[src/rtl/apb_arbiter_master.sv]
// Two-requester round-robin APB master: grants one request at a time, drives IDLE->SETUP->ACCESS.
// Latency 3 edges from req to done without wait states; slave stalls via pready, aborted after TIMEOUT ACCESS cycles.
module apb_arbiter_master #(
  parameter int DATA_WIDTH = 8,
  parameter int ADDR_WIDTH = 8,
  parameter int TIMEOUT    = 16
) (
  input  logic                  clk,
  input  logic                  rst,
  input  logic                  m0_req,
  input  logic                  m0_write,
  input  logic [ADDR_WIDTH-1:0] m0_addr,
  input  logic [DATA_WIDTH-1:0] m0_wdata,
  output logic                  m0_done,
  output logic                  m0_err,
  output logic [DATA_WIDTH-1:0] m0_rdata,
  input  logic                  m1_req,
  input  logic                  m1_write,
  input  logic [ADDR_WIDTH-1:0] m1_addr,
  input  logic [DATA_WIDTH-1:0] m1_wdata,
  output logic                  m1_done,
  output logic                  m1_err,
  output logic [DATA_WIDTH-1:0] m1_rdata,
  output logic                  psel,
  output logic                  penable,
  output logic                  pwrite,
  output logic [ADDR_WIDTH-1:0] paddr,
  output logic [DATA_WIDTH-1:0] pwdata,
  input  logic [DATA_WIDTH-1:0] prdata,
  input  logic                  pready
);

  localparam logic [1:0] IDLE   = 2'd0;
  localparam logic [1:0] SETUP  = 2'd1;
  localparam logic [1:0] ACCESS = 2'd2;

  localparam logic [7:0] TO_LAST = 8'(TIMEOUT - 1);

  logic [1:0]            state_q, state_d;
  logic                  psel_q, psel_d;
  logic                  penable_q, penable_d;
  logic                  pwrite_q, pwrite_d;
  logic [ADDR_WIDTH-1:0] paddr_q, paddr_d;
  logic [DATA_WIDTH-1:0] pwdata_q, pwdata_d;
  logic [7:0]            cnt_q, cnt_d;
  logic                  grant_q, grant_d;
  logic                  last_q, last_d;
  logic                  done0_q, done0_d, err0_q, err0_d;
  logic                  done1_q, done1_d, err1_q, err1_d;
  logic [DATA_WIDTH-1:0] rdata0_q, rdata0_d, rdata1_q, rdata1_d;

  logic elig0, elig1, win;

  // A requester still seeing its own done pulse must not win again this cycle.
  assign elig0 = m0_req & ~done0_q;
  assign elig1 = m1_req & ~done1_q;
  assign win   = (elig0 & elig1) ? ~last_q : elig1;

  always_comb begin
    state_d   = state_q;
    psel_d    = psel_q;
    penable_d = penable_q;
    pwrite_d  = pwrite_q;
    paddr_d   = paddr_q;
    pwdata_d  = pwdata_q;
    cnt_d     = cnt_q;
    grant_d   = grant_q;
    last_d    = last_q;
    done0_d   = 1'b0;
    err0_d    = 1'b0;
    done1_d   = 1'b0;
    err1_d    = 1'b0;
    rdata0_d  = rdata0_q;
    rdata1_d  = rdata1_q;
    case (state_q)
      IDLE: begin
        psel_d    = 1'b0;
        penable_d = 1'b0;
        if (elig0 | elig1) begin
          state_d  = SETUP;
          psel_d   = 1'b1;
          grant_d  = win;
          last_d   = win;
          cnt_d    = 8'd0;
          pwrite_d = win ? m1_write : m0_write;
          paddr_d  = win ? m1_addr  : m0_addr;
          pwdata_d = win ? m1_wdata : m0_wdata;
        end
      end
      SETUP: begin
        state_d   = ACCESS;
        psel_d    = 1'b1;
        penable_d = 1'b1;
      end
      ACCESS: begin
        if (pready) begin
          state_d   = IDLE;
          psel_d    = 1'b0;
          penable_d = 1'b0;
          if (grant_q) begin
            done1_d = 1'b1;
            if (!pwrite_q) rdata1_d = prdata;
          end else begin
            done0_d = 1'b1;
            if (!pwrite_q) rdata0_d = prdata;
          end
        end else if (cnt_q == TO_LAST) begin
          // Slave never answered: abort and flag the requester with zeroed read data.
          state_d   = IDLE;
          psel_d    = 1'b0;
          penable_d = 1'b0;
          if (grant_q) begin
            done1_d  = 1'b1;
            err1_d   = 1'b1;
            rdata1_d = '0;
          end else begin
            done0_d  = 1'b1;
            err0_d   = 1'b1;
            rdata0_d = '0;
          end
        end else begin
          cnt_d = cnt_q + 8'd1;
        end
      end
      default: begin
        state_d   = IDLE;
        psel_d    = 1'b0;
        penable_d = 1'b0;
      end
    endcase
  end

  always_ff @(posedge clk or posedge rst) begin
    if (rst) begin
      state_q   <= IDLE;
      psel_q    <= 1'b0;
      penable_q <= 1'b0;
      pwrite_q  <= 1'b0;
      paddr_q   <= '0;
      pwdata_q  <= '0;
      cnt_q     <= 8'd0;
      grant_q   <= 1'b0;
      last_q    <= 1'b1;
      done0_q   <= 1'b0;
      err0_q    <= 1'b0;
      done1_q   <= 1'b0;
      err1_q    <= 1'b0;
      rdata0_q  <= '0;
      rdata1_q  <= '0;
    end else begin
      state_q   <= state_d;
      psel_q    <= psel_d;
      penable_q <= penable_d;
      pwrite_q  <= pwrite_d;
      paddr_q   <= paddr_d;
      pwdata_q  <= pwdata_d;
      cnt_q     <= cnt_d;
      grant_q   <= grant_d;
      last_q    <= last_d;
      done0_q   <= done0_d;
      err0_q    <= err0_d;
      done1_q   <= done1_d;
      err1_q    <= err1_d;
      rdata0_q  <= rdata0_d;
      rdata1_q  <= rdata1_d;
    end
  end

  assign psel     = psel_q;
  assign penable  = penable_q;
  assign pwrite   = pwrite_q;
  assign paddr    = paddr_q;
  assign pwdata   = pwdata_q;
  assign m0_done  = done0_q;
  assign m0_err   = err0_q;
  assign m0_rdata = rdata0_q;
  assign m1_done  = done1_q;
  assign m1_err   = err1_q;
  assign m1_rdata = rdata1_q;

endmodule

[config.mk]
export PLATFORM = sky130hd
export DESIGN_NAME = apb_arbiter_master
export DESIGN_NICKNAME = d
export VERILOG_FILES = /design/src/rtl/apb_arbiter_master.sv
export SDC_FILE = /design/constraint.sdc
export NUM_CORES = 1
export LEC_CHECK = 0
export ABC_AREA = 1
export CORE_ASPECT_RATIO = 1.2
export CORE_MARGIN = 2
export CORE_UTILIZATION = 48
export DETAILED_ROUTE_END_ITERATION = 8
export MAX_ROUTING_LAYER = met4
export PLACE_DENSITY = 0.85
export SLEW_MARGIN = 20
export SYNTH_ARGS = -nofsm -noshare
export SYNTH_HDL_FRONTEND = slang
export SYNTH_SLANG_ARGS = --single-unit
[constraint.sdc]
create_clock -name clk -period 2.9 [get_ports clk]
set_clock_uncertainty 0.2 [all_clocks]
set_input_delay 0.58 -clock clk [delete_from_list [all_inputs] [get_ports clk]]
set_output_delay 0.58 -clock clk [all_outputs]
set_load 0.05 [all_outputs]
# Word level (Yosys, flattened, before mapping)
# Cells that the tools add are included.
# op_classes
n_addsub,1
eq_ne,8
mux,38
bitwise_logic,8
n_reduce_logical,8
# op_table
operator,count
2-to-1 mux 8 bit,14
2-to-1 mux 1 bit,17
one-hot mux 8 bit (2 select lines),1
AND reduction 4 bit,3
"adder 8 x 1 -> 8 bit, second input constant",1
"== test 8 x 4 -> 1 bit, second input constant",1
"inequality test 2 bit, second input constant",4
2-to-1 mux 2 bit,3
one-hot mux 2 bit (3 select lines),1
inverter 1 bit,4
AND reduction 2 bit,2
nonzero test 2 bit,2
AND 1 bit,3
"inequality test 3 bit, second input constant",1
one-hot mux 1 bit (3 select lines),1
"== test 2 x 1 -> 1 bit, second input constant",1
"== test 2 bit, second input constant",1
zero test 2 bit,1
one-hot mux 1 bit (2 select lines),1
OR 1 bit,1
# totals
regBits,51
inputBits,47
output_inout_bits,39
word_cells,78

# Logic depth before layout (Yosys ltp)
# depth
word_depth,5
ltp_mapped,9
ltp_nobuf,8

# Worst setup path before layout
# No wires, ideal clock.
# synth_timing
path_type,reg2reg
start,register done1_q (netlist: m1_done)
end,register grant_q
setup_ps,132
arrival_ps,1364
t_required_ps,2568
slack_ps,1204
path_stages_with_launch,9
path_buffers,1
period_less_slack_ps,1696
path_cell_list,dfrtp_1 -> inv_1 -> nand2_1 -> inv_1 -> nand2_1 -> inv_2 -> buf_4 -> nand2_1 -> o21ai_1
# synth_between
elab_chain_cells,4
elab_cells_between_ends,6
classes_between,1 x mux; 4 x bitwise; 1 x reduce/logical
# synth_rtl
element,line,rtl
"start, declared",49,"logic done1_q, done1_d, err1_q, err1_d;"
"start signal, assigned",162,done1_q <= done1_d;
inverter 1 bit (*),56,assign elig1 = m1_req & ~done1_q;
AND 1 bit (*),56,
AND 1 bit / OR 1 bit (equally long branches),"57, 79",
2-to-1 mux 1 bit / AND reduction 2 bit (equally long branches),--,
"end signal, assigned",158,grant_q <= grant_d;
"end, declared",46,"logic grant_q, grant_d;"
# Every way passes the cells marked *; elsewhere a longest branch is shown, timed or not.
# A chain may end at the register's enable or synchronous reset.

# Final worst setup path
# layout_timing
start,register pwrite_q (netlist: pwrite)
end,output port pwrite
# layout_rtl
element,line,rtl
"start, declared",42,"logic pwrite_q, pwrite_d;"
"start signal, assigned",154,pwrite_q <= pwrite_d;
"end, declared",26,"output logic pwrite,"
# No word-level cell between the ends.

==> flow_summary.toml <==
[hold_path]
hold_path_end = "last_q"
min_path_type = "flop to flop"
hold_depth = 2
worstHoldStart = "last_q"

[setup_path]
startpoint_type = "flop"
path_max_fanout = 3
timing.rr.start = "cnt_q[0]"
required_ps = 2120
crit_path_top_delay_cell = "clkdlybuf4s50_1"
worst_r2r_endpoint = "cnt_q[2]"
critical_path_buf_inv_count = 1
crit_type = "flop to output pin"
rr_worst_depth = 7
cpPeakStageDelay_ps = 850
path_cells = "clkdlybuf4s50_1"
end_kind = "output pin"
reg2reg_slack_ps = 1060
critPathTopFamily = "buffers and inverters"
arrival_ps = 1580

[yosys]
yosysWarnings = 0
yosys-top-cells-area = "dfrtp_1, nand2_1, a21oi_1, nor2_1, nand4_1"
synth_top_area_frac = 0.518
syn_area_sq_um = 2420
ys_async_sr_fraction = 1.00
syn-num-nets = 337
synth_cells = 289
synth_edf_count = 0
yosysTopAreaCell = "dfrtp_1"
seq_area_frac_synth = 0.529
ys_ff_latch = 51
ys.flop_type = "dfrtp_1"
syn_area_per_cell_sq_um = 8.36
yosys.cell_types.count = 28

[timing]
max_freq_mhz = 424
final-hold-violation-count = 0
rsz0062_at_grt = "false"
tightest_slew_ps = 568
worst_hold_slack_ps = 272
final_max_slew_viol_count = 0
post-route-min-period_ps = 2360
finalSetupTns_ps = 0
finalCritPeriodShare = 0.814
setup_viol = 0
slew_headroom = 0.621

[layout]
final_common_cell = "nand2_1"
nNetsFinal = 423
nFillCells = 408
drive_gt1_frac = 0.0718
antennaDiodeCount = 0
layout_common_cells = "nand2_1, clkdlybuf4s50_1, dfrtp_1"
area_delta_synth_final_pct = 40.5

[clocking]
cts_tree = "done"
cts_resized = 0
clock-sinks = 51
clk_pin_slew_ps = 90
insertion_delay_ps = 300
htree_levels = 2
hold_buffers = 0
clockRootBuffer = "clkbuf_8"
clk_path_buf_depth = 2
postCtsSetupBuffers = 0
cts_buffers = 5

[route]
drtIter0Drc = 114
drc = 0
routed-wl-met2_microns = 2940
firstDrtPassIters = 4
avgViaCountPerCell = 5.11
wl_met1_microns = 2330
wl_met3_microns = 298
drtAntennaViolNets = 0
highest_layer = "met4"
routedWlPerCell_microns = 13.0
vias = 2227
routed_wl_microns = 5650

[grt]
antenna_found_initial = 0
grt_pass1_wl_microns = 9370
grt_pass1_vias = 2122
grt_max_degree = 29
grt_usage = 0.228
grt_overflow = 0

[floorplanning]
fp.dieArea_sq_um = 5620
start_util = 0.493
ios = 86
die_h_microns = 81.7
rows = 28
die_w_microns = 68.8
core-area_sq_um = 4900

[outcome]
status = "completed"

[placement]
io_buffers = 85
gp_congestion = 0.876
hpwl_microns = 4320

[power_and_ir_drop]
ir_worst_vdd_mv = 0.605
powerDensity_nw_per_um2 = 1050
p_leak_nw = 1.57

[run]
cap_violations = 0
cells by family after synthesis:
| logic type | count (synthesis) | synth area share |
|---|---|---|
| XOR/XNOR | 2 | 0.00725 |
| buffers and inverters | 34 | 0.0647 |
| adder cells (fa/ha/maj) | 1 | 0.00518 |
| AND/OR/NAND/NOR | 156 | 0.288 |
| flip-flops | 51 | 0.529 |
| AO/OA/AOI/OAI | 45 | 0.106 |
state kept, by name (all words and copies together) (netlist names):
signal	cells
cnt_q	8
grant_q	1
last_q	1
m0_done	1
m0_err	1
m0_rdata	8
m1_done	1
m1_err	1
m1_rdata	8
paddr	8
penable	1
psel	1
pwdata	8
pwrite	1
state_q	2
stage by stage:
step                worst slack (ps)  power (mW)  instances  instance area [sq um]   util
global placement                 664        3.15        428                   3310  0.675
CTS                              526        3.59        436                   3390  0.692
detailed placement               596        3.19        428                   3310  0.675
floorplan                        892        2.54        289                   2420      -
finish                           540        3.57        436                   3390  0.692
global route                     464        3.79        436                   3390  0.692
cells in the mapped netlist (all sizes together), types with 2 or more instances:
cell,number
xor2,2
inv,23
nand4,16
a21oi,35
buf,10
o21bai,2
nand3,9
o21ai,7
nor3,4
nor2,29
nand2,97
dfrtp,50
how the worst max path moves through the flow:
stage	from	cells after the start	slack [ps]	end
5_1_grt	pwrite	1	460	pwrite
3_5_place_dp	m1_req	8	600	cnt_q[2]
3_3_place_gp	m1_req	8	660	cnt_q[2]
2_1_floorplan	rst	1	890	cnt_q[0]
4_1_cts	pwrite	1	530	pwrite
6_report	pwrite	1	540	pwrite
layer usage:
metal  up-vias  GRT usage
met3         9     0.0589
li1       1110          -
met2        71      0.369
met1      1037      0.279
met4         0     0.0706
met5         -          -
cell type report:
type	count	area (sq um)	share of cell area
inverters	23	86.3	0.0254
repair buffers	90	888	0.262
clock inverters	2	12.5	0.00369
multi-input cells	204	982	0.289
well taps	60	75.1	0.0221
clock buffers	6	72.6	0.0214
flip-flops and latches	51	1280	0.376
where the power goes:
group          total, mW  switching (mW)  internal [mW]
Sequential          1.16           0.179          0.980
Clock              0.400           0.231          0.169
Combinational       2.01            1.38          0.636
Total               3.57            1.79           1.79
Power figures use the tool's default switching activity.
==> variant 1 (same settings) <==
Take the reset off `rdata1_q` and load it in a clocked block of its own.
--- a/src/rtl/apb_arbiter_master.sv
+++ b/src/rtl/apb_arbiter_master.sv
@@ -146,7 +146,6 @@
       done1_q   <= 1'b0;
       err1_q    <= 1'b0;
       rdata0_q  <= '0;
-      rdata1_q  <= '0;
     end else begin
       state_q   <= state_d;
       psel_q    <= psel_d;
@@ -162,8 +161,11 @@
       done1_q   <= done1_d;
       err1_q    <= err1_d;
       rdata0_q  <= rdata0_d;
-      rdata1_q  <= rdata1_d;
     end
+  end
+
+  always_ff @(posedge clk) begin
+    rdata1_q <= rdata1_d;
   end
 
   assign psel     = psel_q;
Formal check against the unedited RTL: differs if rst is asserted again (counterexample within 4 cycles, from zero or initial values and one cycle with rst high); with rst held inactive, the same outputs for 10 cycles.
==> variant 1 against the original RTL <==
Setup slack better by 0.056 ns. Sequential cell count did not move. Critical endpoint is now m1_rdata[1]$_DFFE_PP_. Total power down 11%. Register-to-register slack lost 0.46 ns. Wire length shrank 5.4%. Core utilization is 2.3 points higher. Sequential power down 7%. Synthesized area decreased by 5.2%. Design area shrank 3.2%. Global-route usage rose by 0.11 points.
==> variant 1: results (changes against the original RTL) <==
status=finished, final reports clean; setup slack, reg-to-reg=0.60 ns (-0.46 ns); Max VDD drop=0.636 mV (+5.2%); Switching Share=0.477 (-0.0234); initial antenna violation count=0 (unchanged); IO Port Bufs=85 (unchanged); largest net degree at the start of global routing=23 (-21%); Synth Area in XOR/XNOR=0.00765 (+0.000396); number of global-route vias before repair=1996 (-5.9%); Post-CTS Setup Repair Bufs=0 (unchanged); clock root buffer=clkbuf_8; CP max-delay cell=nor2_1; clock buffer depth=2 (unchanged); sequential area share after synthesis=0.575 (+0.0464); ratio of cells with drive above 1 in the final layout=0.0761 (+0.00425); Area contributors post-synth=dfrtp_1, nand2_1, edfxtp_1, a21oi_1, nor2_1; DR WL/cell=12.9 um (-0.15%); total track usage=0.229 (+0.00111); Layout Nets=402 (-5.0%); Pre-antenna DRT Iters=4 (unchanged); synth unique cells=25 (-11%); DR vias=2082 (-6.5%); ant diodes=0 (unchanged); maximum fanout along the worst path=11 (+8); Slew headroom=0.475 (-0.146); min-delay worst type=flop to flop; Syn Nets=313 (-7.1%); placed cell area=3190 um^2 (-3.5%); LEAKAGE=1.50 nW (-4.8%); adder-cell area share of the yosys netlist=0.00546 (+0.000283); final-layout fill cell count=387 (-5.1%); Yosys warning count=0 (unchanged); asr flop ratio synth=0.843 (-0.157); family with the most delay on the worst path=simple AND/OR/NAND/NOR gates; compound-cell area share of the yosys netlist=0.0934 (-0.0123); top cells by count, synth=nand2_1, dfrtp_1, a21oi_1; P&R area growth vs syn=43.4%; Post-synth EDFFs=8 (+8); Detailed Place HPWL=4030 um (-6.8%); First DRT Iteration DRCs=109 (-4.4%); final estimated routing congestion in global placement=0.904 (+3.2%); global-route wire length before repair=9030 um (-3.6%); Worst setup endpoint=m1_rdata[1]$_DFFE_PP_; worst endpoint data arrival time=2.05 ns (+0.47 ns); post-synthesis mux area share=0 (unchanged); Critical Path Max Stage Delay=0.50 ns (-0.35 ns); hold path depth=2 (unchanged); Critical Path Start=cnt_q[0]$_DFFE_PP0P_; share of the synthesized area in the top cell type=0.459 (-0.0591); Reg2Reg Depth=5 (-2)
-- variant 1: power groups by stage --
stage | sequential (mW) | combinational, mW | clock [mW]
after CTS | 1.08 | 1.71 | 0.424
final | 1.08 | 1.70 | 0.413
after detailed placement | 1.10 | 1.70 | 0
after floorplan | 1.72 | 0.538 | 0
after global placement | 1.09 | 1.68 | 0
after global routing | 1.11 | 1.82 | 0.461
-- variant 1: stage by stage --
| stage | hold slack, ns | worst slack (ns) | std cells | power, mW |
|---|---|---|---|---|
| 2_1_floorplan | 0.247 | 0.881 | 265 | 2.26 |
| 3_3_place_gp | 0.256 | 0.431 | 405 | 2.77 |
| 3_5_place_dp | 0.258 | 0.358 | 405 | 2.80 |
| 4_1_cts | 0.282 | 0.573 | 413 | 3.21 |
| 5_1_grt | 0.299 | 0.374 | 413 | 3.40 |
| 6_report | 0.277 | 0.596 | 413 | 3.19 |
-- variant 1: cell type report --
class / count / area share
clock buffers: 5 / 0.0209
clock inverters: 3 / 0.00724
inverters: 20 / 0.0228
multi-input cells: 186 / 0.256
flip-flops and latches: 51 / 0.401
well taps: 58 / 0.0221
repair buffers: 90 / 0.270
-- variant 1: layer usage --
metal / wire length, um / track usage / vias to the layer above
li1: - / - / 1030
met1: 2160 / 0.275 / 962
met2: 2670 / 0.369 / 78
met3: 388 / 0.0564 / 12
met4: 129 / 0.0918 / 0
met5: 0 / - / -
-- variant 1: worst register-to-register path, delay by kind of cell (launching register included) --
family | cells | cell delay, ns
simple gates | 3 | 0.73
compound gates | 1 | 0.42
flops | 1 | 0.39
fa+ha+maj | 1 | 0.21
==> variant 2 (config.mk and constraints unchanged) <==
Made on the original files. The parameter `ADDR_WIDTH` goes from 8 to 9.
--- a/src/rtl/apb_arbiter_master.sv
+++ b/src/rtl/apb_arbiter_master.sv
@@ -2,7 +2,7 @@
 // Latency 3 edges from req to done without wait states; slave stalls via pready, aborted after TIMEOUT ACCESS cycles.
 module apb_arbiter_master #(
   parameter int DATA_WIDTH = 8,
-  parameter int ADDR_WIDTH = 8,
+  parameter int ADDR_WIDTH = 9,
   parameter int TIMEOUT    = 16
 ) (
   input  logic                  clk,
Interface: changed (resized m0_addr, m1_addr and paddr); port bits go from 86 to 89. No check against the original RTL was run, so the function may have changed too.
==> variant 2 against the original RTL <==
Total power up 7.1%. Sequential share of layout area shrank 0.27 points. Wire length grew 14%. Synthesized area is 1.9% higher. Worst hold slack better by 0.0041 ns. Design area up 2.7%. Sequential cell count is 1 higher. Setup slack lost 0.017 ns.
==> variant 2: results (changes against the original RTL) <==
status=finished, final reports clean; number of global-route vias before repair=2250 (+6.0%); Vias/cell=5.32 (+4.2%); global-route wire length before repair=10000 um (+7.1%); number of H-tree levels=2 (unchanged); worst endpoint data arrival time=1.60 ns (+0.02 ns); max reg flops=9; placed cell area=3370 um^2 (+2.0%); LEAKAGE=1.59 nW (+1.3%); Detailed Place HPWL=4830 um (+12%); sequential area share after synthesis=0.529 (about the same); ratio of cells with drive above 1 in the final layout=0.0692 (-0.00258); Hold Startpoint=m0_rdata[5]$_DFFE_PP0P_; IO Port Bufs=88 (+3.5%); Max VDD drop=0.569 mV (-5.9%); Inst Count DP=442 (+3.3%); RR Startpoint=m1_done$_DFF_PP0_; DR WL/cell=14.4 um (+11%); clock root buffer=clkbuf_8; cell count after synthesis=303 (+4.8%); final estimated routing congestion in global placement=0.839 (-4.1%); Yosys warning count=0 (unchanged); synth unique cells=26 (-7.1%); drt total wl=6470 um (+14%); largest net degree at the start of global routing=35 (+21%); Critical Path Max Stage Delay=0.84 ns; family with the most delay on the worst path=buffers and inverters; final-layout fill cell count=401 (-1.7%); Syn Nets=353 (+4.7%); First DRT Iteration DRCs=212 (+86%); Slew headroom=0.540 (-0.0807); Area contributors post-synth=dfrtp_1, nand2_1, a21oi_1, nor2_1, nand4_1; top cells by count, synth=nand2_1, dfrtp_1, a21oi_1; asr flop ratio synth=1.00 (unchanged); total track usage=0.229 (+0.00124)
[variant 2: logic make-up (layout without fill, tap and decap cells)]
group,after synthesis,after routing,share of synthesized area
simple gates,164,164,0.287
flops,52,52,0.529
fa+ha+maj,1,1,0.00508
buf+inv,36,123,0.0661
compound gates,50,50,0.113
[variant 2: metrics by stage]
stage	util	setup WS, ns	power [mW]
floorplan	-	0.864	2.64
global placement	0.683	0.489	3.29
detailed placement	0.683	0.346	3.34
CTS	0.706	0.515	3.84
global route	0.706	0.456	4.03
finish	0.706	0.523	3.83
[variant 2: layer usage]
layer  GRT usage  wire [um]  up-vias
met2       0.406       3480       85
met3      0.0328        242       25
li1            -          -     1155
met4       0.108        229        0
met1       0.261       2520     1129
met5           -          0        -
[variant 2: path summary, 6_finish.rpt]
check                                     endpoint  slack [ns]  cells after the start
max in group asynchronous     paddr[5]$_DFFE_PP0P_        1.37                      3
hold / removal             m0_rdata[5]$_DFFE_PP0P_        0.28                      2
hold reg to reg            m0_rdata[5]$_DFFE_PP0P_        0.28                      2
setup reg to reg                last_q$_DFFE_PP1P_        0.91                      7
setup / recovery                            pwrite        0.52                      1
min in group asynchronous    pwdata[1]$_DFFE_PP0P_        0.50                      2
[variant 2: layout make-up]
class	count	area, um^2	share of cell area
inverter	23	88.8	0.0255
timing repair buffer	92	911	0.261
clock buffer	5	68.8	0.0197
sequential	52	1300	0.374
clock inverter	3	42.5	0.0122
tap	60	75.1	0.0215
multi-input combinational	215	997	0.286
[variant 2: power by group]
part / total [mW] / leakage (nW) / internal (mW) / switching [mW]
Clock: 0.491 / 0.0541 / 0.255 / 0.235
Combinational: 2.14 / 0.892 / 0.664 / 1.48
Sequential: 1.19 / 0.646 / 1.01 / 0.187
